## src/rtl/adc_sample_packer.sv

```systemverilog
// adc_sample_packer: decimates 12-bit ADC samples and frames each kept
// sample as a 3-byte packet (sync, {err,seq,data[11:8]}, data[7:0]).
// Ports:
//   clk, rst_n       sample clock (ADC sck domain), async active-low reset
//   enable_i         allows new captures; low forces the decimator to 0
//   sample_i         12-bit ADC sample, qualified by sample_valid_i
//   sample_valid_i   one-cycle strobe marking a new sample
//   sample_error_i   ADC frame error flag, qualified by sample_valid_i
//   fifo_full_i      UART TX FIFO full; stalls the packet in place
//   byte_o           byte presented to the FIFO (8'h00 when idle)
//   byte_wr_en_o     one byte written per high cycle
//   overrun_o        sticky; an eligible sample was dropped
//   busy_o           a packet is in progress
module adc_sample_packer #(
    parameter int unsigned DECIM     = 2000,
    parameter logic [7:0]  SYNC_BYTE = 8'hA5
) (
    input  logic        clk,
    input  logic        rst_n,
    input  logic        enable_i,
    input  logic [11:0] sample_i,
    input  logic        sample_valid_i,
    input  logic        sample_error_i,
    input  logic        fifo_full_i,
    output logic [7:0]  byte_o,
    output logic        byte_wr_en_o,
    output logic        overrun_o,
    output logic        busy_o
);

    localparam int unsigned DW = (DECIM > 1) ? $clog2(DECIM) : 1;
    localparam logic [DW-1:0] DLAST = DW'(DECIM - 1);

    typedef enum logic [1:0] {
        IDLE = 2'd0,
        HDR  = 2'd1,
        HI   = 2'd2,
        LO   = 2'd3
    } state_t;

    state_t state, state_nxt;

    logic [DW-1:0] dcnt;
    logic [11:0]   hold_data;
    logic          hold_err;
    logic [2:0]    seq;

    logic wr;
    logic eligible;
    logic capture;

    assign wr       = (state != IDLE) && !fifo_full_i;
    assign eligible = sample_valid_i && enable_i && (dcnt == '0);
    // A sample can only be taken when idle or when the LO byte leaves
    // this very cycle; anything else eligible is an overrun.
    assign capture  = eligible &&
                      ((state == IDLE) || ((state == LO) && wr));

    // State register
    always_ff @(posedge clk or negedge rst_n) begin
        if (!rst_n) begin
            state <= IDLE;
        end else begin
            state <= state_nxt;
        end
    end

    // Next-state logic
    always_comb begin
        state_nxt = state;
        unique case (state)
            IDLE: if (capture) state_nxt = HDR;
            HDR:  if (wr)      state_nxt = HI;
            HI:   if (wr)      state_nxt = LO;
            LO:   if (wr)      state_nxt = capture ? HDR : IDLE;
            default:           state_nxt = IDLE;
        endcase
    end

    // Output logic
    always_comb begin
        byte_o       = 8'h00;
        byte_wr_en_o = wr;
        busy_o       = (state != IDLE);
        unique case (state)
            IDLE:    byte_o = 8'h00;
            HDR:     byte_o = SYNC_BYTE;
            HI:      byte_o = {hold_err, seq, hold_data[11:8]};
            LO:      byte_o = hold_data[7:0];
            default: byte_o = 8'h00;
        endcase
    end

    // Decimator, sample hold, sequence number and overrun flag
    always_ff @(posedge clk or negedge rst_n) begin
        if (!rst_n) begin
            dcnt      <= '0;
            hold_data <= '0;
            hold_err  <= 1'b0;
            seq       <= '0;
            overrun_o <= 1'b0;
        end else begin
            if (!enable_i) begin
                dcnt <= '0;
            end else if (sample_valid_i) begin
                dcnt <= (dcnt == DLAST) ? '0 : dcnt + DW'(1);
            end
            if (capture) begin
                hold_data <= sample_i;
                hold_err  <= sample_error_i;
            end
            if ((state == LO) && wr) begin
                seq <= seq + 3'd1;
            end
            if (eligible && !capture) begin
                overrun_o <= 1'b1;
            end
        end
    end

endmodule

```

## config.mk

```make
export PLATFORM = sky130hd
export DESIGN_NAME = adc_sample_packer
export DESIGN_NICKNAME = d
export VERILOG_FILES = /design/src/rtl/adc_sample_packer.sv
export SDC_FILE = /design/constraint.sdc
export NUM_CORES = 1
export LEC_CHECK = 0
export ABC_AREA = 1
export CAP_MARGIN = 15
export CORE_MARGIN = 2
export CORE_UTILIZATION = 45
export DETAILED_ROUTE_END_ITERATION = 16
export PLACE_DENSITY_LB_ADDON = 0.25
export SLEW_MARGIN = 30
export SYNTH_ARGS = -nofsm -noshare
export SYNTH_HDL_FRONTEND = slang
export SYNTH_SLANG_ARGS = --single-unit
export TNS_END_PERCENT = 1
```

## constraint.sdc

```tcl
create_clock -name clk -period 3.7 [get_ports clk]
set_input_delay 0.74 -clock clk [delete_from_list [all_inputs] [get_ports clk]]
set_output_delay 0.74 -clock clk [all_outputs]
set_load 0.05 [all_outputs]
```

==> impl_metrics.csv <==
group,metric,value,unit
critical_path,endpoint,"byte_o[7]",
hold_path,worstHoldPathCells,2,
critical_path,cp_slowest_cell,"clkdlybuf4s50_1",
die,dieArea,4320,um^2
critical_path,start_kind,"flop",
die,num_rows,22,
grt,grt_overflow_total,0,
timing,worst_pin_slew,527,ps
clock_tree,cts_buffers,5,
critical_path,cp_max_fo,12,
clock_tree,cts_sinks,30,
timing,hold_viol,0,
timing,slew_headroom,0.647,
place,placed_cells_incl_taps,284,
clock_tree,clock_path_buffers,2,
timing,grt_setup_unrepaired,"no",
critical_path,rrSetupSlack,1830,ps
critical_path,arrival,2380,ps
timing,period_minus_slack,3120,ps
yosys,synth.most_common_cell,"nand2_1",
yosys,synthTopCellsByCount,"nand2_1 (75), dfrtp_1 (30), nand3_1 (22)",
pwr,p_per_area,715,nW/um^2
timing,finalClockSkew,9.60,ps
yosys,synthCells,212,
critical_path,reg2reg_to,"hold_data[1]",
timing,timing.hold.ws,470,ps
yosys,yosysTopAreaCell,"dfrtp_1",
pwr,peakVddDrop,0.427,mV
drt,dr.pass1.iters,4,
drt,route.vias.total,1416,
critical_path,crit_cells,5,
clock_tree,holdBufCountCts,0,
grt,grtUsageTotal,0.193,
critical_path,r2r_cells,8,
yosys,syn_nets,238,
critical_path,worst_path_dominant_cell_family,"buffers and inverters",
die,die_h,65.7,um
grt,first_global_vias,1388,
grt,grt_pass1_wl,6110,um
timing,final-setup-viol-count,0,
drt,wire_per_inst,12.1,um
yosys,yosysSeqAreaShare,0.438,
final_layout,nets,269,
critical_path,crit_top_cell,"nand2_1",
drt,drc_errors,0,
clock_tree,clk_latency,290,ps
critical_path,slowest_delay,800,ps
drt,antenna_left,0,
hold_path,hold_class,"flop to flop",
place,port_buffers,28,
yosys,async_flop_share,1.00,
yosys,synth_area,1710,um^2
clock_tree,postCtsSetupBuffers,0,
final_layout,utilization,0.583,
final_layout,fillers,350,
die,start_util,0.468,
yosys,ys_types,30,
clock_tree,cts_tree,"built",
clock_tree,cts_resized,0,
yosys,synth_area_leaders,"dfrtp_1 (44%), nand2_1 (16%), nand3_1 (6.4%)",
place,dp_hpwl,2490,um
yosys,synth_top_area_frac,0.438,
drt,via_per_inst,4.85,
clock_tree,htree_levels,2,
drt,first_iter_violations,74,
yosys,synthFlopType,"dfrtp_1",
critical_path,crit_chain,"ha_1 -> a22o_1 -> nand2_1 -> nand2_1 -> clkdlybuf4s50_1",
run_status,status,"completed",
die,die_w,65.7,um
pwr,finalPower,1.53,mW
die,io_pins,29,
clock_tree,cts-root-buf,"clkbuf_8",
timing,tns,0,ps
yosys,ys_seq_elements,30,
timing,finalCritPeriodShare,0.842,
timing,fmax,321,MHz
grt,antenna_found_initial,0,
hold_path,hp-start,"hold_data[10]",
final_layout,final_cell_count_no_fill,292,
critical_path,crit_start,"state[1]",
timing,slew_viol_final,0,
critical_path,cp.required,2960,ps
critical_path,endpoint_kind,"output pin",
grt,grt_max_degree,31,
critical_path,worst-path-buf-inv,1,
yosys,syn_avg_cell_area,8.09,um^2
final_layout,antenna_cells,0,
pwr,leakagePower,1.04,nW
yosys,synth-edff-count,0,
run,maxCapViolations,0,
die,design.core.area,3660,um^2
critical_path,path_class,"flop to output pin",
yosys,ys_warn_count,0,
final_layout,drive_above_1_share,0.115,
place,place_congestion,0.784,
drt,wirelength,3520,um
clock_tree,clk_pin_slew,60,ps
critical_path,rr_startpoint,"state[1]",
final_layout,syn_to_final_growth,24.5,%
## worst min path at each step
stage,to,slack [ps]
2_1_floorplan,dcnt[0],440
3_3_place_gp,hold_data[9],460
3_5_place_dp,hold_data[3],460
4_1_cts,hold_data[3],470
5_1_grt,hold_data[10],490
6_report,hold_data[10],470
## cell type report
cell class	count	area [um^2]	area share
clock buffer	8	110	0.0516
inverter	23	93.8	0.0440
multi-input combinational	154	831	0.389
sequential	30	751	0.352
tap	48	60.1	0.0282
timing repair buffer	29	288	0.135
## power by group
group / total, mW / switching, mW / internal, mW
sequential: 0.496 / 0.0699 / 0.426
combinational: 0.717 / 0.471 / 0.245
clock: 0.314 / 0.126 / 0.188
## per-stage QoR
step,setup WS (ps),area [um^2]
detailed placement,830,2020
global route,431,2130
global placement,846,2020
finish,583,2130
floorplan,1200,1710
CTS,586,2130
## per-layer routing
metal / share of wire / up-vias / GRT usage
li1: - / 737 / -
met1: 0.51 / 641 / 0.254
met2: 0.43 / 31 / 0.292
met3: 0.035 / 7 / 0.0411
met4: 0.022 / 0 / 0.109
met5: 0 / - / 0
## logic make-up (layout without fill, tap and decap cells)
kind of cell               count (synthesis)  in the layout  share of synthesized area
buffers and inverters                     28             60                     0.0774
DFF                                       30             30                      0.438
adders and majority gates                  8              8                     0.0584
muxes                                      1              1                    0.00657
xor gates and xnor gates                   6              6                     0.0307
and+or+nand+nor                          118            118                      0.312
AOI/OAI and AO/OA                         21             21                     0.0766
## worst register-to-register path: stages (launching register included)
cell and delay (ps):
dfrtp_1 460, inv_1 160, ha_1 270, nor2_4 160, nand2_2 90, nand2_2 290
nand2_4 170, nand2_1 100, nand2_1 50
## cells in the final DEF, fill, tap and decap left out
| cell | n |
|---|---|
| o21bai_1 | 1 |
| a22o_1 | 4 |
| mux2_2 | 1 |
| inv_2 | 2 |
| nor2_4 | 1 |
| o21ai_1 | 1 |
| nor3_1 | 1 |
| clkbuf_8 | 8 |
| clkinv_4 | 1 |
| buf_4 | 1 |
| xnor2_1 | 3 |
| nand3_2 | 3 |
| o21ai_0 | 6 |
| dfrtp_1 | 30 |
| o2111ai_1 | 1 |
| clkdlybuf4s50_1 | 28 |
| nor2_2 | 4 |
| nand3_1 | 22 |
| o22ai_1 | 4 |
| nand2_1 | 75 |
| nor2_1 | 5 |
| nand2_4 | 2 |
| xor2_1 | 3 |
| nand4_1 | 1 |
| inv_4 | 1 |
| a21oi_1 | 4 |
| inv_1 | 19 |
| nand2_2 | 4 |
| ha_1 | 8 |
## flip-flops by register name (all words and copies together) (netlist names)
name       cells
hold_err       1
overrun_o      1
state          2
dcnt          11
hold_data     12
seq            3
Note: power is estimated with default switching activity, not from simulation.
==> RTL edit, RTL diff (config.mk and constraints unchanged) <==
`DECIM`: 2000 -> 4000.
--- a/src/rtl/adc_sample_packer.sv
+++ b/src/rtl/adc_sample_packer.sv
@@ -13,5 +13,5 @@
 //   busy_o           a packet is in progress
 module adc_sample_packer #(
-    parameter int unsigned DECIM     = 2000,
+    parameter int unsigned DECIM     = 4000,
     parameter logic [7:0]  SYNC_BYTE = 8'hA5
 ) (
Check against the original RTL: no difference found for any inputs over 10 cycles, from zero or initial values and one cycle with rst_n low; that may be too few to reach the edited logic, so the function may still have changed.
==> RTL edit against the unedited design <==
  * Synthesized area is 6.8% higher
  * Largest power group unchanged
  * Design area is 4.6% higher
  * Highest routed layer unchanged
  * Hold slack better by 0.0016 ns
  * Total power is 1.5% lower
  * Sequential cell count is 1 higher
  * Combinational power is 1% higher
  * Worst setup slack better by 0.031 ns
  * Routed wire length is 0.48% higher
==> RTL edit: results (changes against the unedited design) <==
ys_seq_area_share_pct: 42.4  # -1.4 points
dp.cells: 298  # +4.9%
relSlewSlack_pct: 66.7  # +2.0 points
io_buffers: 28  # unchanged
finClkSkew_ns: 0.00602  # -0.00358 ns
synth_cell_type_count: 26  # -13%
grt_pass1_wl_um: 6180  # +1.0%
ys_top_cells_by_count: "nand2_1, inv_1, dfrtp_1"
final_nets: 281  # +4.5%
synth_warnings: 0  # unchanged
first_iter_violations: 101  # +36%
gp_congestion: 0.884  # +13%
track_usage_pct: 18.3  # -0.95 points
drive_gt1_share_pct: 14.5  # +3.0 points
reg_top3: "dcnt x12, hold_data x12, seq x3"
grt_pass1_vias: 1348  # -2.9%
final_cells: 306  # +4.8%
fillers: 373  # +6.6%
met1_usage_pct: 27.2  # +1.8 points
synth_area_leaders: "dfrtp_1, nand2_1, o21ai_2"
arrival_ns: 2.35  # -0.03 ns
drt-wirelength-per-cell_um: 11.6  # -4.1%
ir_drop_mv: 0.525  # +23%
grtUsageMet3_pct: 5.00  # +0.89 points
cp_slowest_cell: "clkdlybuf4s50_1"
vias: 1502  # +6.1%
outcome: "finished, final reports clean"
grt_use_met2_pct: 25.6  # -3.6 points
grt_max_degree: 32  # +3.2%
hold_class: "reg2reg"
dp_hpwl_um: 2570  # +3.4%
p_leak_nw: 1.05  # +0.86%
path_max_fanout: 13  # +1
## RTL edit: changes by cell type after synthesis, moves of 4 or more
cell and delta:
nand2_1 -20, o21ai_2 +14, inv_1 +13, nand3_1 -11, nor2_1 +10, a21oi_1 +5, o21ai_0 +4
## RTL edit: layer usage
layer	wire length (µm)	share of wire (%)	vias up
li1	-	-	777
met1	1790	51	674
met2	1500	42	44
met3	200	5.7	7
met4	51	1.4	0
met5	0	0	-
## RTL edit: report_power, final
group          total [mW]  internal [mW]  switching [mW]
sequential          0.522          0.444          0.0786
clock               0.255          0.132           0.124
combinational       0.726          0.267           0.458
total                1.50          0.843           0.660
## RTL edit: kinds of logic after synthesis
group,after synthesis,share of synthesized area [%]
AND/OR/NAND/NOR,98,24.9
adder cells (fa/ha/maj),8,5.47
AO/OA/AOI/OAI,42,15.7
multiplexers,1,0.615
XOR/XNOR,5,2.39
flip-flops,31,42.4
buffers and inverters,38,8.61
## RTL edit: worst register-to-register path, cell delays in order (launching register included)
cell and delay (ns):
dfrtp_1 0.45, inv_1 0.15, ha_1 0.28, nor2_4 0.17, a21oi_1 0.08, inv_1 0.14
nand3_4 0.30, nand2_1 0.19, o21ai_2 0.06
## RTL edit: metrics by stage
step | setup slack (ns) | area (µm²) | hold slack (ns) | total power, mW
floorplan | 1.19 | 1830 | 0.444 | 1.05
global placement | 0.840 | 2150 | 0.459 | 1.25
detailed placement | 0.822 | 2150 | 0.462 | 1.26
CTS | 0.576 | 2230 | 0.481 | 1.52
global route | 0.474 | 2230 | 0.494 | 1.62
finish | 0.614 | 2230 | 0.472 | 1.50
## RTL edit: area by class of cell
cell class	instances	area (µm²)	share of cell area [%]
multi-input cells	154	897	40.2
clock inverters	1	5.00	0.224
clock buffers	7	76.3	3.42
flip-flops and latches	31	776	34.8
repair buffers	29	288	12.9
inverters	34	128	5.72
well taps	50	62.6	2.80
## RTL edit: path summary, 6_finish.rpt
check	startpoint	end	slack, ns	cells after the start
min	overrun_o$_DFFE_PN0P_	overrun_o$_DFFE_PN0P_	0.47	1
max in group asynchronous	rst_n	state[1]$_DFFE_PN0P_	2.55	2
min in group asynchronous	rst_n	dcnt[4]$_DFFE_PN0P_	0.85	2
min reg2reg	overrun_o$_DFFE_PN0P_	overrun_o$_DFFE_PN0P_	0.47	1
max reg2reg	state[1]$_DFFE_PN0P_	hold_data[6]$_DFFE_PN0P_	1.76	8
max	state[1]$_DFFE_PN0P_	byte_o[5]	0.61	5
